File: config.mk
export PLATFORM = sky130hd
export DESIGN_NAME = multicycle_ctrl_v2
export DESIGN_NICKNAME = d
export VERILOG_FILES = /design/src/rtl/multicycle_ctrl_v2.sv
export SDC_FILE = /design/constraint.sdc
export NUM_CORES = 1
export LEC_CHECK = 0
export CORE_ASPECT_RATIO = 1.1
export CORE_MARGIN = 3
export CORE_UTILIZATION = 52
export DETAILED_ROUTE_END_ITERATION = 8
export PLACE_DENSITY = 0.81
export SLEW_MARGIN = 20
export SYNTH_ARGS = -nofsm -noshare
export SYNTH_HDL_FRONTEND = slang
export SYNTH_SLANG_ARGS = --single-unit
File: constraint.sdc
create_clock -name clk -period 2.7 [get_ports clk]
set_input_delay 0.81 -clock clk [delete_from_list [all_inputs] [get_ports clk]]
set_output_delay 0.81 -clock clk [all_outputs]
set_load 0.005 [all_outputs]
File: src/rtl/multicycle_ctrl_v2.sv
// -----------------------------------------------------------------------------
// multicycle_ctrl_v2
//   Control unit for a multicycle RV32I datapath. It sequences fetch, decode,
//   execute, memory and writeback, and drives the datapath enables and mux
//   selects. Memory accesses in FETCH, MEM_RD and MEM_WR wait for mem_ready,
//   and a wait timeout traps. Illegal opcodes also trap. A trap halts the
//   controller until reset.
//
//   Outputs are decoded from the state register. Three outputs also depend on
//   an input in the same cycle: the FETCH loads and the MEM_WR retire pulse
//   need mem_ready, and the branch PC load needs branch_taken.
//
// Parameters
//   MEM_WAIT_EN  1: memory states wait for mem_ready; 0: single-cycle access
//   MAX_WAIT     wait cycles allowed in one memory state (1..255)
//   CNT_W        wait counter width, 2**CNT_W > MAX_WAIT
//
// Ports
//   clk, reset        clock; asynchronous active-high reset
//   opcode            instr[6:0], sampled in DECODE
//   branch_taken      comparator result, sampled in EX_BRANCH
//   mem_ready         memory finished the current access this cycle
//   pc_load, ir_load, rf_load, mem_re, mem_we, alu_out_load   datapath enables
//   ula_op            00 add, 01 sub/compare, 10 R-type funct, 11 I-type funct
//   alu_src_a         0 rs1, 1 PC
//   alu_src_b         0 rs2, 1 immediate
//   wb_sel            0 ALU reg, 1 mem data, 2 PC+4 (link), 3 immediate
//   addr_sel          0 PC, 1 ALU result reg
//   sel_jal, sel_jalr PC target selects for JAL / JALR
//   instr_done        one-cycle retire pulse
//   trap, trap_cause  halted flag; 0 none, 1 illegal opcode, 2 memory timeout
// -----------------------------------------------------------------------------
module multicycle_ctrl_v2 #(
  parameter bit MEM_WAIT_EN = 1'b1,
  parameter int MAX_WAIT    = 15,
  parameter int CNT_W       = 8
) (
  input  logic       clk,
  input  logic       reset,
  input  logic [6:0] opcode,
  input  logic       branch_taken,
  input  logic       mem_ready,
  output logic       pc_load,
  output logic       ir_load,
  output logic       rf_load,
  output logic       mem_re,
  output logic       mem_we,
  output logic       alu_out_load,
  output logic [1:0] ula_op,
  output logic       alu_src_a,
  output logic       alu_src_b,
  output logic [1:0] wb_sel,
  output logic       addr_sel,
  output logic       sel_jal,
  output logic       sel_jalr,
  output logic       instr_done,
  output logic       trap,
  output logic [1:0] trap_cause
);

  localparam logic [6:0] OP_R     = 7'b0110011;
  localparam logic [6:0] OP_LOAD  = 7'b0000011;
  localparam logic [6:0] OP_ADDI  = 7'b0010011;
  localparam logic [6:0] OP_STORE = 7'b0100011;
  localparam logic [6:0] OP_BR    = 7'b1100011;
  localparam logic [6:0] OP_JALR  = 7'b1100111;
  localparam logic [6:0] OP_JAL   = 7'b1101111;
  localparam logic [6:0] OP_AUIPC = 7'b0010111;
  localparam logic [6:0] OP_LUI   = 7'b0110111;

  localparam logic [1:0] CAUSE_ILLEGAL = 2'd1;
  localparam logic [1:0] CAUSE_TIMEOUT = 2'd2;

  localparam logic [CNT_W-1:0] MAX_CNT = CNT_W'(MAX_WAIT);

  typedef enum logic [4:0] {
    S_INIT, S_FETCH, S_DECODE,
    S_EX_R, S_EX_ADDI, S_EX_LOAD, S_EX_STORE,
    S_MEM_RD, S_MEM_WR,
    S_EX_BRANCH, S_EX_JAL, S_EX_JALR, S_EX_AUIPC,
    S_WB_REG, S_WB_MEM, S_WB_LINK, S_WB_LUI,
    S_TRAP
  } state_t;

  state_t           state, state_next;
  logic [CNT_W-1:0] wait_cnt;
  logic [1:0]       cause_next;
  logic             in_mem;
  logic             mem_done;
  logic             timeout;

  assign in_mem   = (state == S_FETCH) || (state == S_MEM_RD) || (state == S_MEM_WR);
  // With waiting disabled every access completes at once, so the counter
  // never advances and a timeout can never fire.
  assign mem_done = !MEM_WAIT_EN || mem_ready;
  // Success wins over timeout: a ready on the last allowed cycle completes.
  assign timeout  = MEM_WAIT_EN && !mem_ready && (wait_cnt == MAX_CNT);

  // NOTE: every signal written here gets a default first, so no path through
  // the case leaves a value unassigned and no latch is inferred.
  always_comb begin
    state_next   = state;
    cause_next   = trap_cause;
    pc_load      = 1'b0;
    ir_load      = 1'b0;
    rf_load      = 1'b0;
    mem_re       = 1'b0;
    mem_we       = 1'b0;
    alu_out_load = 1'b0;
    ula_op       = 2'b00;
    alu_src_a    = 1'b0;
    alu_src_b    = 1'b0;
    wb_sel       = 2'd0;
    addr_sel     = 1'b0;
    sel_jal      = 1'b0;
    sel_jalr     = 1'b0;
    instr_done   = 1'b0;
    trap         = 1'b0;

    unique case (state)
      S_INIT: state_next = S_FETCH;

      S_FETCH: begin
        mem_re = 1'b1;
        if (mem_done) begin
          ir_load    = 1'b1;
          pc_load    = 1'b1;               // PC <= PC+4
          state_next = S_DECODE;
        end else if (timeout) begin
          state_next = S_TRAP;
          cause_next = CAUSE_TIMEOUT;
        end
      end

      S_DECODE: begin
        unique case (opcode)
          OP_R:     state_next = S_EX_R;
          OP_LOAD:  state_next = S_EX_LOAD;
          OP_ADDI:  state_next = S_EX_ADDI;
          OP_STORE: state_next = S_EX_STORE;
          OP_BR:    state_next = S_EX_BRANCH;
          OP_JALR:  state_next = S_EX_JALR;
          OP_JAL:   state_next = S_EX_JAL;
          OP_AUIPC: state_next = S_EX_AUIPC;
          OP_LUI:   state_next = S_WB_LUI;
          default: begin
            state_next = S_TRAP;
            cause_next = CAUSE_ILLEGAL;
          end
        endcase
      end

      S_EX_R: begin
        ula_op       = 2'b10;
        alu_out_load = 1'b1;
        state_next   = S_WB_REG;
      end

      S_EX_ADDI: begin
        ula_op       = 2'b11;
        alu_src_b    = 1'b1;
        alu_out_load = 1'b1;
        state_next   = S_WB_REG;
      end

      // Loads and stores share the address computation rs1 + imm.
      S_EX_LOAD, S_EX_STORE: begin
        alu_src_b    = 1'b1;
        alu_out_load = 1'b1;
        state_next   = (state == S_EX_LOAD) ? S_MEM_RD : S_MEM_WR;
      end

      S_MEM_RD: begin
        mem_re   = 1'b1;
        addr_sel = 1'b1;
        if (mem_done) begin
          state_next = S_WB_MEM;
        end else if (timeout) begin
          state_next = S_TRAP;
          cause_next = CAUSE_TIMEOUT;
        end
      end

      S_MEM_WR: begin
        mem_we   = 1'b1;
        addr_sel = 1'b1;
        if (mem_done) begin
          instr_done = 1'b1;
          state_next = S_FETCH;
        end else if (timeout) begin
          state_next = S_TRAP;
          cause_next = CAUSE_TIMEOUT;
        end
      end

      S_EX_BRANCH: begin
        ula_op     = 2'b01;
        pc_load    = branch_taken;
        instr_done = 1'b1;
        state_next = S_FETCH;
      end

      // The datapath link register captures PC+4 before this PC update.
      S_EX_JAL: begin
        sel_jal    = 1'b1;
        pc_load    = 1'b1;
        alu_src_a  = 1'b1;
        state_next = S_WB_LINK;
      end

      S_EX_JALR: begin
        sel_jalr   = 1'b1;
        pc_load    = 1'b1;
        alu_src_b  = 1'b1;
        state_next = S_WB_LINK;
      end

      S_EX_AUIPC: begin
        alu_src_a    = 1'b1;
        alu_src_b    = 1'b1;
        alu_out_load = 1'b1;
        state_next   = S_WB_REG;
      end

      S_WB_REG, S_WB_MEM, S_WB_LINK, S_WB_LUI: begin
        rf_load    = 1'b1;
        instr_done = 1'b1;
        state_next = S_FETCH;
        unique case (state)
          S_WB_MEM:  wb_sel = 2'd1;
          S_WB_LINK: wb_sel = 2'd2;
          S_WB_LUI:  wb_sel = 2'd3;
          default:   wb_sel = 2'd0;
        endcase
      end

      S_TRAP: trap = 1'b1;                 // absorbing; only reset leaves

      default: state_next = S_INIT;
    endcase
  end

  // NOTE: sequential state uses non-blocking assignments so every register
  // samples the pre-edge values, independent of statement order.
  always_ff @(posedge clk or posedge reset) begin
    if (reset) begin
      state      <= S_INIT;
      wait_cnt   <= '0;
      trap_cause <= 2'd0;
    end else begin
      state      <= state_next;
      trap_cause <= cause_next;
      // Any state change clears the counter, which covers entry into FETCH,
      // MEM_RD and MEM_WR; staying in a memory state means still waiting.
      if (state_next != state) begin
        wait_cnt <= '0;
      end else if (in_mem) begin
        wait_cnt <= wait_cnt + CNT_W'(1);
      end
    end
  end

endmodule

==> impl_metrics.yaml, run 1 <==
layout:
  drive_above_1_share_pct: 30.3
  final_core_util_pct: 87.4
  insertedDiodeCount: 0
  final.fill_count: 130
  layout.cell_area.non_filler_sq_um: 2290
  nNetsFinal: 274
  multiInputGateArea_sq_um: 1190
  seqCellArea_sq_um: 379
  layout-area-overhead-vs-synth_pct: 53.8
  final-instance-count-excl-fill: 292
timing:
  timing_max_transition_violations_final: 0
  clock-skew-final_ps: 1.82
  final_setup_violations: 0
  max_clock_freq_mhz: 377
  final.hold.worst_slack_ps: 540
  min_period_over_period_pct: 98.3
  setup_tns_ps: 0
  post-route-min-period_ps: 2650
  finalHoldViolations: 0
  worst-slew-pin-transition_ps: 685
  worst_slew_margin_rel_pct: 53.9
min_path:
  hold_path_depth: 2
  hold_path.startpoint: "trap_cause[0]$_DFFE_PP0P_"
  hp-class: "flip-flop to flip-flop"
  timing.hold.worst_endpoint: "trap_cause[0]$_DFFE_PP0P_"
logic_synthesis:
  synth_area_sq_um: 1490
  post_synth_num_cell_types: 51
  mappedNetlistNets: 214
  synth_enable_flop_cells: 0
  netlist_instances: 202
  synth_largest_type_area_fraction_pct: 25.3
  yosysWarningCount: 0
  synth_seq_cells: 15
  syn_area_per_cell_sq_um: 7.36
  synth_seq_area_share_pct: 25.3
  postSynth.topFlopCell: "sky130_fd_sc_hd__dfrtp_1"
  async_reset_ff_share_pct: 100
  synthDominantAreaCellType: "sky130_fd_sc_hd__dfrtp_1"
  synthTopCellsByArea: "sky130_fd_sc_hd__dfrtp_1 25%, sky130_fd_sc_hd__a21oi_1 7.7%, sky130_fd_sc_hd__nor3_1 5.4%"
grt:
  grt_usage_pct: 29.6
  antenna_found_initial: 0
  grt_pass1_vias: 1792
  grt_pass1_wl_microns: 8300
  grt_remaining_overflow: 0
  grt_max_degree: 23
worst_setup_path:
  required_time_worst_endpoint_ps: 1890
  timing.critical_path.slowest_stage_cell: "sky130_fd_sc_hd__or4b_1"
  timing.critical_path.from_type: "flip-flop"
  r2r_slack_ps: 80
  regToRegStartpoint: "state[1]$_DFF_PP0_"
  worst_path_largest_cell_delay_ps: 550
  worst-path-max-fanout: 8
  cells_along_the_critical_path: "buf_6, or4b_1, a21oi_2, dlygate4sd2_1"
  timing.critical_path.arrival_ps: 1840
  reg2reg_to: "wait_cnt[0]$_DFFE_PP0P_"
  worst-setup-path-type: "flip-flop to primary output"
  crit_path_end_kind: "primary output"
  path_delay_family: "simple AND/OR/NAND/NOR gates"
  timing.reg2reg.worst_path_depth: 7
  critical_path_buf_inv_count: 2
outcome:
  result_of_the_run: "completed"
detailed_routing:
  drt_pre_antenna_iters: 6
  post_drt_wl_per_cell_microns: 19.0
  route.antenna.remaining_nets: 0
  initialDrtViolationCount: 191
  drt_via_density: 6.75
  remaining_drc_errors: 0
  route.vias.total: 1972
  drt-total-wl_microns: 5550
placement:
  placement.io_buffers: 29
  dpl.hpwl_microns: 3430
  place.gp.congestion: 0.934
  post_dp_cell_area_sq_um: 2020
  placed_cells: 284
die:
  top_ports: 30
  placeableCoreArea_sq_um: 2620
  chipWidth_microns: 57.0
  vert_die_dim_microns: 62.1
  floorplan.rows: 19
  die_area_sq_um: 3540
  start_util_pct: 56.8
clocking:
  tritoncts.num_buffers: 3
  cts_buffer_depth: 2
  clk_pin_slew_worst_paths_ps: 90
  htree_num_levels: 1
  ctsRootBufferMaster: "sky130_fd_sc_hd__clkbuf_4"
  clock_insertion_delay_worst_skew_ps: 290
  cts_tree: "yes"
  clock-sinks: 15
pwr:
  power.ir.vdd_worst_v: 0.00105
  p_per_area_nw_per_um2: 1050
  leakage_uw: 0.00106
flow_run:
  max-cap-violations: 0
power by group:
group	internal [uW]	switching, uW
sequential	283	76.6
clock	55.1	72.0
combinational	843	1070
total	1180	1220
how the worst max path moves through the flow:
stage                             from                      end  slack (ps)  depth (start not counted)
CTS                 state[2]$_DFF_PP0_                   mem_re          -8                          6
global route        state[1]$_DFF_PP0_  wait_cnt[0]$_DFFE_PP0P_         -50                          7
detailed placement           mem_ready                  pc_load        -540                          5
floorplan                    opcode[2]  wait_cnt[7]$_DFFE_PP0P_         220                          6
finish              state[1]$_DFF_PP0_                 addr_sel          50                          4
global placement             mem_ready                  pc_load        -490                          5
cell usage after synthesis (2+ instances only):
cell	number
sky130_fd_sc_hd__and3_1	3
sky130_fd_sc_hd__a211o_1	2
sky130_fd_sc_hd__a21o_1	2
sky130_fd_sc_hd__or4b_1	2
sky130_fd_sc_hd__o221ai_1	2
sky130_fd_sc_hd__nor4b_1	2
sky130_fd_sc_hd__nor2_1	21
sky130_fd_sc_hd__o21ai_0	11
sky130_fd_sc_hd__nor4_1	4
sky130_fd_sc_hd__xor2_1	2
sky130_fd_sc_hd__nand2b_1	7
sky130_fd_sc_hd__nor2b_1	4
sky130_fd_sc_hd__o21bai_1	2
sky130_fd_sc_hd__clkbuf_1	9
sky130_fd_sc_hd__nand4_1	3
sky130_fd_sc_hd__inv_1	7
sky130_fd_sc_hd__nand3_1	5
sky130_fd_sc_hd__xnor2_1	6
sky130_fd_sc_hd__buf_1	2
sky130_fd_sc_hd__nand2_1	15
sky130_fd_sc_hd__a31oi_1	5
sky130_fd_sc_hd__a21oi_1	23
sky130_fd_sc_hd__or3_1	3
sky130_fd_sc_hd__dfrtp_1	15
sky130_fd_sc_hd__nor3_1	16
sky130_fd_sc_hd__nor4b_2	2
sky130_fd_sc_hd__nand3b_1	3
layer usage:
layer  GRT usage, %  part of all wire [%]  vias up
met5              0                     0        -
met4           14.2                   4.8        0
met3           4.34                   8.1       36
met2           51.2                    49      155
met1           36.7                    38      914
li1               -                     -      867
placed cells by master (no fill, tap or decap), types with 6 or more instances in the layout:
cell type | Yosys | final
sky130_fd_sc_hd__buf_4 | 0 | 34
sky130_fd_sc_hd__dfrtp_1 | 15 | 12
sky130_fd_sc_hd__clkdlybuf4s50_1 | 0 | 11
sky130_fd_sc_hd__nor3_1 | 16 | 6
sky130_fd_sc_hd__o21ai_0 | 11 | 9
sky130_fd_sc_hd__dlymetal6s2s_1 | 0 | 11
sky130_fd_sc_hd__nor3_2 | 0 | 10
sky130_fd_sc_hd__nand2b_1 | 7 | 6
sky130_fd_sc_hd__nand2_1 | 15 | 15
sky130_fd_sc_hd__inv_1 | 7 | 7
sky130_fd_sc_hd__a21oi_1 | 23 | 22
sky130_fd_sc_hd__nor2_1 | 21 | 14
cell families (layout without fill, tap and decap cells):
family / after synthesis / after routing / synth area share, %
AOI/OAI and AO/OA: 59 / 59 / 26.1
xor gates and xnor gates: 8 / 8 / 4.71
adders and majority gates: 1 / 1 / 0.842
buffers and inverters: 20 / 79 / 5.64
DFF: 15 / 15 / 25.3
muxes: 1 / 1 / 0.673
and+or+nand+nor: 98 / 98 / 36.8
registers in the layout, indices dropped and copies added (netlist names):
| signal | cells |
|---|---|
| state | 5 |
| wait_cnt | 8 |
| trap_cause | 2 |
what timing repair did:
item                                    4_1_cts  5_1_grt
pin swaps                                     8        8
hold endpoints to repair                      0        0
endpoints found under the setup margin       23       22
hold buffers                                  0        0
resized for setup                            34       36
buffers inserted                              3        1
worst min-delay path, cell delays in order (launching register included):
cell	delay, ps
sky130_fd_sc_hd__dfrtp_1	370
sky130_fd_sc_hd__a21oi_1	50
sky130_fd_sc_hd__nor2_1	80
per-stage QoR:
stage	power [uW]	worst slack (ps)
2_1_floorplan	1230	223
3_3_place_gp	1850	-486
3_5_place_dp	1880	-543
4_1_cts	2180	-7.68
5_1_grt	2540	-49.5
6_report	2400	46.6
final cells by class:
class | instances | area share, %
Multi-Input combinational cell | 167 | 52.1
Timing Repair Buffer | 68 | 27.3
Sequential cell | 15 | 16.6
Tap cell | 31 | 1.70
Inverter | 7 | 1.15
Clock buffer | 3 | 0.985
Clock inverter | 1 | 0.219
Note: power is estimated with default switching activity, not from simulation.
==> run 2, diff against run 1 <==
Settings changed: SLEW_MARGIN 20 to default.
==> results of run 2 <==
The final DEF is identical to that of run 1; final timing and power are the same.
==> run 3, diff against run 2 <==
Settings changed: CAP_MARGIN from default to 20, CORE_MARGIN 3 to 4.
==> run 3 against run 2 <==
Compared with the run above: combinational power is 5% lower; core utilization is 5.6 points lower; sequential power is 3% lower; critical path depth stayed put; sequential cell count stayed put; cell area is 1.5% lower; total power is 4.2% lower; register-to-register slack better by 210 ps; via count is 4.1% lower; wire length is 7.6% lower; count of clock-buffer cells in the layout is 1 higher; largest cell class unchanged; largest power group unchanged; highest routed layer unchanged.
==> impl_metrics.yaml, run 3 (same netlist as run 1, synthesis figures left out) <==
timing:
  clock-skew-final_ps: 5.25
  timing_max_transition_violations_final: 0
  finalHoldViolations: 0
  max_clock_freq_mhz: 376
  worst-slew-pin-transition_ps: 560
  final_setup_violations: 0
  setup_repair_after_global_routing_missed_its_margin: "true"
  post-route-min-period_ps: 2660
  final.hold.worst_slack_ps: 524
  min_period_over_period_pct: 98.5
  worst_slew_margin_rel_pct: 62.6
clocking:
  clock_insertion_delay_worst_skew_ps: 280
  clk_pin_slew_worst_paths_ps: 80
  cts_hold_buffers: 0
  cts_buffer_depth: 2
  htree_num_levels: 1
  tritoncts.num_buffers: 3
  clock-sinks: 15
  ctsRootBufferMaster: "sky130_fd_sc_hd__clkbuf_4"
  cts_tree: "yes"
detailed_routing:
  post_drt_wl_per_cell_microns: 17.4
  route.vias.total: 1891
  remaining_drc_errors: 0
  initialDrtViolationCount: 134
  drt_pre_antenna_iters: 7
  drt_via_density: 6.43
  drt-total-wl_microns: 5120
  route.antenna.remaining_nets: 0
layout:
  largestRegisters: "wait_cnt (8), state (5), trap_cause (2)"
  nNetsFinal: 274
  insertedDiodeCount: 0
  registers.top_by_ff_count: "wait_cnt"
  layout-area-overhead-vs-synth_pct: 51.4
  largest_register_ffs: 8
  layout.cell_area.non_filler_sq_um: 2250
  final_core_util_pct: 81.8
  drive_above_1_share_pct: 24.9
  final.fill_count: 179
  commonest_non_fill_non_tap_cell_in_the_layout: "sky130_fd_sc_hd__buf_4"
  layout.cells.most_common_list: "33 x sky130_fd_sc_hd__buf_4, 22 x sky130_fd_sc_hd__a21oi_1, 18 x sky130_fd_sc_hd__nor2_1"
die:
  start_util_pct: 54.0
  top_ports: 30
  vert_die_dim_microns: 64.1
  floorplan.rows: 20
  placeableCoreArea_sq_um: 2750
  die_area_sq_um: 3780
  chipWidth_microns: 59.0
grt:
  grt_pass1_wl_microns: 7570
  grt_max_degree: 28
  grt_usage_pct: 25.4
  grt_remaining_overflow: 0
  grt_pass1_vias: 1674
  antenna_found_initial: 0
worst_setup_path:
  timing.critical_path.arrival_ps: 1850
  worst-path-max-fanout: 13
  regToRegStartpoint: "wait_cnt[4]$_DFFE_PP0P_"
  reg2reg_to: "wait_cnt[4]$_DFFE_PP0P_"
  crit_path_end_kind: "primary output"
  required_time_worst_endpoint_ps: 1890
  worst-setup-path-type: "flip-flop to primary output"
  setup.worst_path.start: "state[1]$_DFF_PP0_"
  r2r_slack_ps: 290
  timing.critical_path.from_type: "flip-flop"
  timing.reg2reg.worst_path_depth: 6
placement:
  placement.io_buffers: 29
  place.gp.congestion: 0.943
  dpl.hpwl_microns: 3450
  post_dp_cell_area_sq_um: 2050
min_path:
  timing.hold.worst_endpoint: "trap_cause[0]$_DFFE_PP0P_"
  hold_path_depth: 2
  hp-class: "flip-flop to flip-flop"
  hold_path.startpoint: "trap_cause[0]$_DFFE_PP0P_"
outcome:
  result_of_the_run: "completed"
pwr:
  power.ir.vdd_worst_v: 0.000950
  leakage_uw: 0.00106
  p_per_area_nw_per_um2: 1020
flow_run:
  max-cap-violations: 0
run 3: cell types whose count changed in the layout (fill, tap and decap cells not counted), sizes merged:
cell,delta
clkinv,-1
clkdlybuf4s15,-1
clkdlybuf4s50,+2
clkbuf,+2
buf,-1
dlymetal6s2s,-2
dlygate4sd2,+1
run 3: how the worst max path moves through the flow:
stage	endpoint	slack [ps]	depth (start not counted)
2_1_floorplan	wait_cnt[7]$_DFFE_PP0P_	220	6
3_3_place_gp	pc_load	-480	5
3_5_place_dp	pc_load	-530	5
4_1_cts	wait_cnt[4]$_DFFE_PP0P_	7	7
5_1_grt	ir_load	-40	6
6_report	trap	40	4
run 3: critical path: stages, from the launching register on:
cell and delay (ps):
sky130_fd_sc_hd__dfrtp_2 480, sky130_fd_sc_hd__buf_12 180, sky130_fd_sc_hd__nor2_1 150, sky130_fd_sc_hd__and3_1 240
sky130_fd_sc_hd__clkdlybuf4s50_1 520
run 3: repair_timing:
| action | in CTS | in global routing |
|---|---|---|
| setup buffers | 1 | 2 |
| pin swaps | 5 | 5 |
| gates cloned | 0 | 1 |
| resized for setup | 23 | 27 |
| setup endpoints to repair | 18 | 23 |
run 3: report_power, final:
part / internal [uW] / total (uW) / switching [uW]
clock: 57.4 / 124 / 66.5
combinational: 856 / 1830 / 976
sequential: 280 / 347 / 67.0
run 3: layout make-up:
| type | count | area (sq um) | share of cell area, % |
|---|---|---|---|
| multi-input combinational | 167 | 1120 | 49.7 |
| clock buffer | 4 | 26.3 | 1.17 |
| timing repair buffer | 68 | 661 | 29.3 |
| sequential | 15 | 377 | 16.7 |
| tap | 33 | 41.3 | 1.83 |
| inverter | 7 | 26.3 | 1.17 |
run 3: per-layer routing:
metal | vias up | share of wire [%] | global-route usage [%]
met2 | 105 | 51 | 43.6
met1 | 891 | 39 | 31.1
met3 | 21 | 6.8 | 3.64
met5 | - | 0 | 0
li1 | 874 | - | -
met4 | 0 | 3.3 | 9.92
run 3: stage by stage:
step                      setup slack, ps  setup TNS, ps  std cells  total power (uW)
final                                40.6              0        294              2300
after global routing                -39.6          -62.1        294              2460
after CTS                            7.18              0        291              2080
after detailed placement             -531          -4890        286              1910
after global placement               -482          -4290        286              1860
after floorplan                       223              0        202              1230
